File: config.mk
export PLATFORM = sky130hd
export DESIGN_NAME = main_decoder
export DESIGN_NICKNAME = d
export VERILOG_FILES = /design/src/rtl/main_decoder.sv
export SDC_FILE = /design/constraint.sdc
export NUM_CORES = 1
export LEC_CHECK = 0
export CAP_MARGIN = 20
export CORE_AREA = 3 3 40 42
export DETAILED_ROUTE_END_ITERATION = 8
export DIE_AREA = 0 0 43 45
export GPL_TIMING_DRIVEN = 0
export PLACE_DENSITY = 0.51
export SLEW_MARGIN = 20
export SYNTH_ARGS = -nofsm -noshare
export SYNTH_HDL_FRONTEND = slang
export SYNTH_SLANG_ARGS = --single-unit
File: constraint.sdc
create_clock -name clk -period 1.5 [get_ports clk]
set_clock_uncertainty 0.2 [all_clocks]
set_input_delay 0.3 -clock clk [delete_from_list [all_inputs] [get_ports clk]]
set_output_delay 0.3 -clock clk [all_outputs]
set_load 0.01 [all_outputs]
File: src/rtl/main_decoder.sv
// Main control decoder: turns Op/Funct5/Funct1 into registered datapath controls.
// Optional MAIN_DECODER_ILLEGAL_EN adds a registered Illegal flag for Op = 11.
module main_decoder (
  input  logic       clk,
  input  logic       rst,
  input  logic [1:0] Op,
  input  logic       Funct5,
  input  logic       Funct1,
  output logic       Branch,
  output logic       RegW,
  output logic       MemW,
  output logic       MemtoReg,
  output logic       ALUSrc,
  output logic [1:0] ImmSrc,
  output logic [1:0] RegSrc,
`ifdef MAIN_DECODER_ILLEGAL_EN
  output logic       ALUOp,
  output logic       Illegal
`else
  output logic       ALUOp
`endif
);

  localparam logic [1:0] OP_DP  = 2'b00;
  localparam logic [1:0] OP_MEM = 2'b01;
  localparam logic [1:0] OP_BR  = 2'b10;

  logic       branch_d;
  logic       regw_d;
  logic       memw_d;
  logic       memtoreg_d;
  logic       alusrc_d;
  logic [1:0] immsrc_d;
  logic [1:0] regsrc_d;
  logic       aluop_d;

  // Unlisted/don't-care fields stay 0 so Op = 11 decodes as a harmless NOP.
  always_comb begin
    branch_d   = 1'b0;
    regw_d     = 1'b0;
    memw_d     = 1'b0;
    memtoreg_d = 1'b0;
    alusrc_d   = 1'b0;
    immsrc_d   = 2'b00;
    regsrc_d   = 2'b00;
    aluop_d    = 1'b0;
    case (Op)
      OP_DP: begin
        regw_d   = 1'b1;
        alusrc_d = Funct5;
        aluop_d  = 1'b1;
      end
      OP_MEM: begin
        alusrc_d = 1'b1;
        immsrc_d = 2'b01;
        if (Funct1) begin
          regw_d     = 1'b1;
          memtoreg_d = 1'b1;
        end else begin
          memw_d   = 1'b1;
          regsrc_d = 2'b10;
        end
      end
      OP_BR: begin
        branch_d = 1'b1;
        alusrc_d = 1'b1;
        immsrc_d = 2'b10;
        regsrc_d = 2'b01;
      end
      default: ;
    endcase
  end

  always_ff @(posedge clk) begin
    if (rst) begin
      Branch   <= 1'b0;
      RegW     <= 1'b0;
      MemW     <= 1'b0;
      MemtoReg <= 1'b0;
      ALUSrc   <= 1'b0;
      ImmSrc   <= 2'b00;
      RegSrc   <= 2'b00;
      ALUOp    <= 1'b0;
    end else begin
      Branch   <= branch_d;
      RegW     <= regw_d;
      MemW     <= memw_d;
      MemtoReg <= memtoreg_d;
      ALUSrc   <= alusrc_d;
      ImmSrc   <= immsrc_d;
      RegSrc   <= regsrc_d;
      ALUOp    <= aluop_d;
    end
  end

`ifdef MAIN_DECODER_ILLEGAL_EN
  always_ff @(posedge clk) begin
    if (rst) Illegal <= 1'b0;
    else     Illegal <= (Op == 2'b11);
  end
`endif

endmodule

==> flow_summary.ini, run 1 <==
[run_status]
outcome = completed

[yosys]
yosys-top-cells-area = dfxtp_1, ha_1, and2b_2, buf_4, nor3b_2
yosysWarnings = 0
synthDistinctLibCells = 11
synth_top_area_frac = 0.5020
synth_xor_area_frac = 0
synthSimpleGateAreaFrac = 0.2000
synth_top_family_by_area = simple AND/OR/NAND/NOR gates
synth_compound_area_frac = 0.03137
synth_cells = 27
avgSynthCellArea_um2 = 11.82
ys_ff_latch = 8
ys_seq_area_frac = 0.5020
syn_nets = 38
synth_top_area_cell = dfxtp_1
netlist_area_um2 = 319.1
muxShareOfSynthArea = 0
synthAdderAreaFrac = 0.1961

[drt]
vias = 235
wirelength_um = 580
first_iter_violations = 1
drt-pass1-iter-count = 2
drt-wirelength-per-cell_um = 9.667
via_per_inst = 3.917
ant_nets = 0
drcViolationCount = 0

[die]
core.rowCount = 13
dieArea_um2 = 1935
die_w_um = 43
ioPinCount = 16
core-area_um2 = 1285
die_height_um = 45
start_util = 0.2483

[min_path]
hold_path.class = input port to register

[clock_network]
cts.sinks = 8
cts_setup_buffers = 0
root_buffer = clkbuf_4
cts_tree = yes
clkSlewWorstSetupHoldPaths_ns = 0.05
cts_made_buffers = 3
cts_buffer_depth = 2
htree_levels = 1

[sta]
fin_hold_ws_ns = 0.2439
slew_headroom = 0.8567
tns_ns = 0
tightestPinTransition_ns = 0.2142
drv_slew = 0
period_needed_ns = 1.449
rsz0062_at_grt = false
hold_viol = 0
fmax_ghz = 0.6901
setup_viol = 0
final.period_utilization = 0.9661

[finish]
layout_common_cells = dlygate4sd2_1, dfxtp_1, ha_1
finalNetCount = 58
area_growth_pct = 59.22
diodes = 0
final_common_cell = dlygate4sd2_1
drive_above_1_share = 0.2667

[critical_path]
path_class = register to primary output
crit_buf_inv = 2
end_kind = primary output
cp.required_ns = 1.00
cp_slowest_cell = dfxtp_2
path_cells = buf_4, dlygate4sd2_1
critPathTopFamily = buffers and inverters
start_kind = register
setup.worst_path.end = ImmSrc[1]
startpoint = RegSrc[0]
crit_cells = 2
worst_ep_arrival_time_ns = 0.95
crit_path_max_incr_delay_ns = 0.32
cp_max_fo = 3

[place]
dpl.hpwl_um = 469.7
io_buffers = 15
gp_congestion = 0.7341

[power_and_ir_drop]
power_density_nw_per_um2 = 864.8
irDropWorstVdd_mv = 0.2587
cellLeakagePower_nw = 0.2887
total_power_w = 0.0004393

[job]
maxCapViolCount = 0

[global_route]
grt_max_degree = 8
grt_pass1_wl_um = 1083
track_usage = 0.08243
grt_antenna_before_repair = 0
grt_pass1_vias = 253
grt.overflow.total = 0
where the power goes:
part,switching (W),total [W],leakage [nW],internal [W]
Clock,0.0000628,0.000154,0.0138,0.0000909
Sequential,0.00000210,0.000224,0.0660,0.000222
Combinational,0.0000265,0.0000615,0.209,0.0000350
Total,0.0000915,0.000439,0.289,0.000348
flip-flops by register name, indices dropped and copies added, names as in the netlist:
register and cells:
MemtoReg 1, ALUOp 1, ImmSrc 1, ALUSrc 1
RegSrc 2, RegW 1, MemW 1
metal layers:
metal  wire (µm)  track usage  share of wire
met5           0            0              0
met4          23       0.1084          0.040
met3          56      0.03187          0.097
met2         287       0.1228           0.49
met1         211      0.07711           0.36
per-stage QoR:
stage,utilization,std cells,worst slack (ns),area (µm²)
global route,0.3953,60,0.008768,508.0
detailed placement,0.3797,57,-0.2426,488.0
CTS,0.3875,60,0.01605,498.0
finish,0.3953,60,0.05090,508.0
floorplan,-,27,0.3717,319.1
global placement,0.3797,57,-0.2223,488.0
synth_stat cells (all sizes together):
master / instances
nor3b: 1
ha: 5
and2: 1
nor3: 1
a21oi: 2
buf: 2
dfxtp: 8
and2b: 3
nor2: 1
and3b: 1
inv: 2
what timing repair did:
action | 4_1_cts | 5_1_grt
gates resized for setup | 10 | 4
setup endpoints to repair | 10 | 5
pin swaps | 0 | 0
hold buffers | 0 | 0
layout make-up:
class,count,area [µm²]
inverters,2,7.507
flip-flops and latches,8,161.4
clock buffers,3,22.52
multi-input cells,15,140.1
plain buffers,2,15.01
fillers,142,777.0
well taps,15,18.77
repair buffers,15,142.6
kinds of logic (layout without fill, tap and decap cells):
logic type                 count (synthesis)  count (layout)
AOI/OAI and AO/OA                          2               2
DFF                                        8               8
buffers and inverters                      4              22
and+or+nand+nor                            8               8
adders and majority gates                  5               5
how the worst min path moves through the flow:
| stage | startpoint | cells past startpoint | endpoint | slack [ns] |
|---|---|---|---|---|
| after floorplan | rst | 1 | RegW | 0.17 |
| after global placement | Funct1 | 2 | MemW | 0.74 |
| after detailed placement | Funct1 | 2 | MemW | 0.74 |
| after CTS | Funct1 | 2 | MemW | 0.48 |
| after global routing | Op[1] | 3 | ALUSrc | 0.26 |
| final | Op[1] | 3 | ALUSrc | 0.24 |
Note: power is estimated with default switching activity, not from simulation.
==> inputs of run 2 (changes only) <==
--- a/config.mk
+++ b/config.mk
@@ -11,7 +11,7 @@
 export DIE_AREA = 0 0 43 45
 export GPL_TIMING_DRIVEN = 0
 export PLACE_DENSITY = 0.51
-export SLEW_MARGIN = 20
+export SLEW_MARGIN = 25
 export SYNTH_ARGS = -nofsm -noshare
 export SYNTH_HDL_FRONTEND = slang
 export SYNTH_SLANG_ARGS = --single-unit
==> constraint.sdc (replaced) <==
create_clock -name clk -period 1.4 [get_ports clk]
set_clock_uncertainty 0.2 [all_clocks]
set_input_delay 0.28 -clock clk [delete_from_list [all_inputs] [get_ports clk]]
set_output_delay 0.28 -clock clk [all_outputs]
set_load 0.01 [all_outputs]
==> run 2 against run 1 <==
Net effect:
- sequential share of layout area up 1.1 points
- first-iteration DRC count unchanged
- global-route usage rose by 0.083 points
- sequential cell count unchanged
- critical path type unchanged
- clock-buffer cell count is the same
- routed wire length shrank 5.7%
- critical path depth fell by 1
- highest routed layer unchanged
- clock power increased by 7%
==> flow_summary.ini, run 2 (synthesized netlist as in run 1, its figures left out) <==
[clock_network]
cts.sinks = 8
cts_made_buffers = 3
cts_tree = yes
htree_levels = 1
cts_buffer_depth = 2
cts_hold_buf = 0
cts_setup_buffers = 0
clkSlewWorstSetupHoldPaths_ns = 0.05
root_buffer = clkbuf_4

[die]
die_w_um = 43
die_height_um = 45
ioPinCount = 16
core.rowCount = 13
start_util = 0.2483
dieArea_um2 = 1935
core-area_um2 = 1285

[drt]
drt-wirelength-per-cell_um = 9.117
wirelength_um = 547
ant_nets = 0
vias = 237
drt-pass1-iter-count = 2
via_per_inst = 3.950
drcViolationCount = 0
first_iter_violations = 1

[min_path]
holdPathStages = 3
hp-start = Op[1]
hold_path.class = input port to register

[global_route]
grt.overflow.total = 0
track_usage = 0.08326
grt_max_degree = 8
grt_pass1_vias = 256
grt_pass1_wl_um = 1097
grt_antenna_before_repair = 0

[sta]
period_needed_ns = 1.315
tightestPinTransition_ns = 0.2133
rsz0062_at_grt = false
slew_headroom = 0.8574
setup_viol = 0
final.period_utilization = 0.9390
hold_viol = 0
drv_slew = 0
fmax_ghz = 0.7607
worst_slack_ns = 0.08534

[power_and_ir_drop]
power_density_nw_per_um2 = 950.4
total_power_w = 0.0004674
cellLeakagePower_nw = 0.2684
irDropWorstVdd_mv = 0.2769

[critical_path]
start_kind = register
critPathTopFamily = flip-flops
startpoint = RegSrc[0]
crit_path_max_incr_delay_ns = 0.32
path_class = register to primary output
end_kind = primary output
path_cells = dlygate4sd2_1
cp_slowest_cell = dfxtp_2
cp.required_ns = 0.92
crit_buf_inv = 1
worst_ep_arrival_time_ns = 0.83
cp_max_fo = 3
crit_cells = 1

[finish]
n_fill_cell = 146
drive_above_1_share = 0.2889
fin_cells = 60
largest_register_ffs = 2
layout_common_cells = dlygate4sd2_1, dfxtp_1, ha_1
top_register = RegSrc
diodes = 0
final_common_cell = dlygate4sd2_1
finalNetCount = 58
area_growth_pct = 54.12

[place]
gp_congestion = 0.7341
dp_cells = 57
dpl.hpwl_um = 469.7
dp_worst_setup_slack_ns = -0.3226
io_buffers = 15

[run_status]
outcome = completed

[job]
maxCapViolCount = 0
run 2: power breakdown:
group | switching (W) | total [W] | leakage (nW) | internal [W]
Sequential | 0.00000225 | 0.000240 | 0.0660 | 0.000238
Combinational | 0.0000269 | 0.0000620 | 0.189 | 0.0000350
Clock | 0.0000679 | 0.000165 | 0.0138 | 0.0000974
Total | 0.0000971 | 0.000467 | 0.268 | 0.000370
run 2: tightest hold or removal path: stages:
cell and delay [ns]:
dlygate4sd2_1 0.24, ha_1 0.15, nor3_1 0.04
run 2: path summary, 6_finish.rpt:
kind	end	slack, ns
min	ALUSrc	0.32
max	Branch	0.09
run 2: layer usage:
layer / GRT usage / vias up / wire length [µm]
li1: - / 122 / -
met1: 0.07952 / 102 / 189
met2: 0.1228 / 11 / 276
met3: 0.03187 / 2 / 56
met4: 0.1084 / 0 / 23
met5: 0 / - / 0
run 2: cell type report:
cell class / count / area [µm²] / share of cell area
sequential: 8 / 161.4 / 0.3282
multi-input combinational: 15 / 136.4 / 0.2774
timing repair buffer: 15 / 130.1 / 0.2646
clock buffer: 3 / 22.52 / 0.04580
tap: 15 / 18.77 / 0.03817
buffer: 2 / 15.01 / 0.03053
inverter: 2 / 7.507 / 0.01527
run 2: what timing repair did:
item	CTS	global route
endpoints found under the setup margin	12	1
endpoints found under the hold margin	0	0
gates resized for setup	15	2
run 2: through the flow:
| step | instance area (µm²) | util | hold slack [ns] | setup TNS [ns] |
|---|---|---|---|---|
| floorplan | 319.1 | - | 0.1524 | 0 |
| global placement | 488.0 | 0.3797 | 0.7160 | -1.697 |
| detailed placement | 488.0 | 0.3797 | 0.7193 | -1.919 |
| CTS | 496.7 | 0.3866 | 0.3121 | 0 |
| global route | 491.7 | 0.3827 | 0.3487 | 0 |
| finish | 491.7 | 0.3827 | 0.3179 | 0 |
==> inputs of run 3 (changes only) <==
--- a/config.mk
+++ b/config.mk
@@ -5,6 +5,7 @@
 export SDC_FILE = /design/constraint.sdc
 export NUM_CORES = 1
 export LEC_CHECK = 0
+export ABC_CLOCK_PERIOD_IN_PS = 1400
 export CAP_MARGIN = 20
 export CORE_AREA = 3 3 40 42
 export DETAILED_ROUTE_END_ITERATION = 8
==> results of run 3 <==
Same layout as run 2: the final DEF is identical, and so are final timing and power.
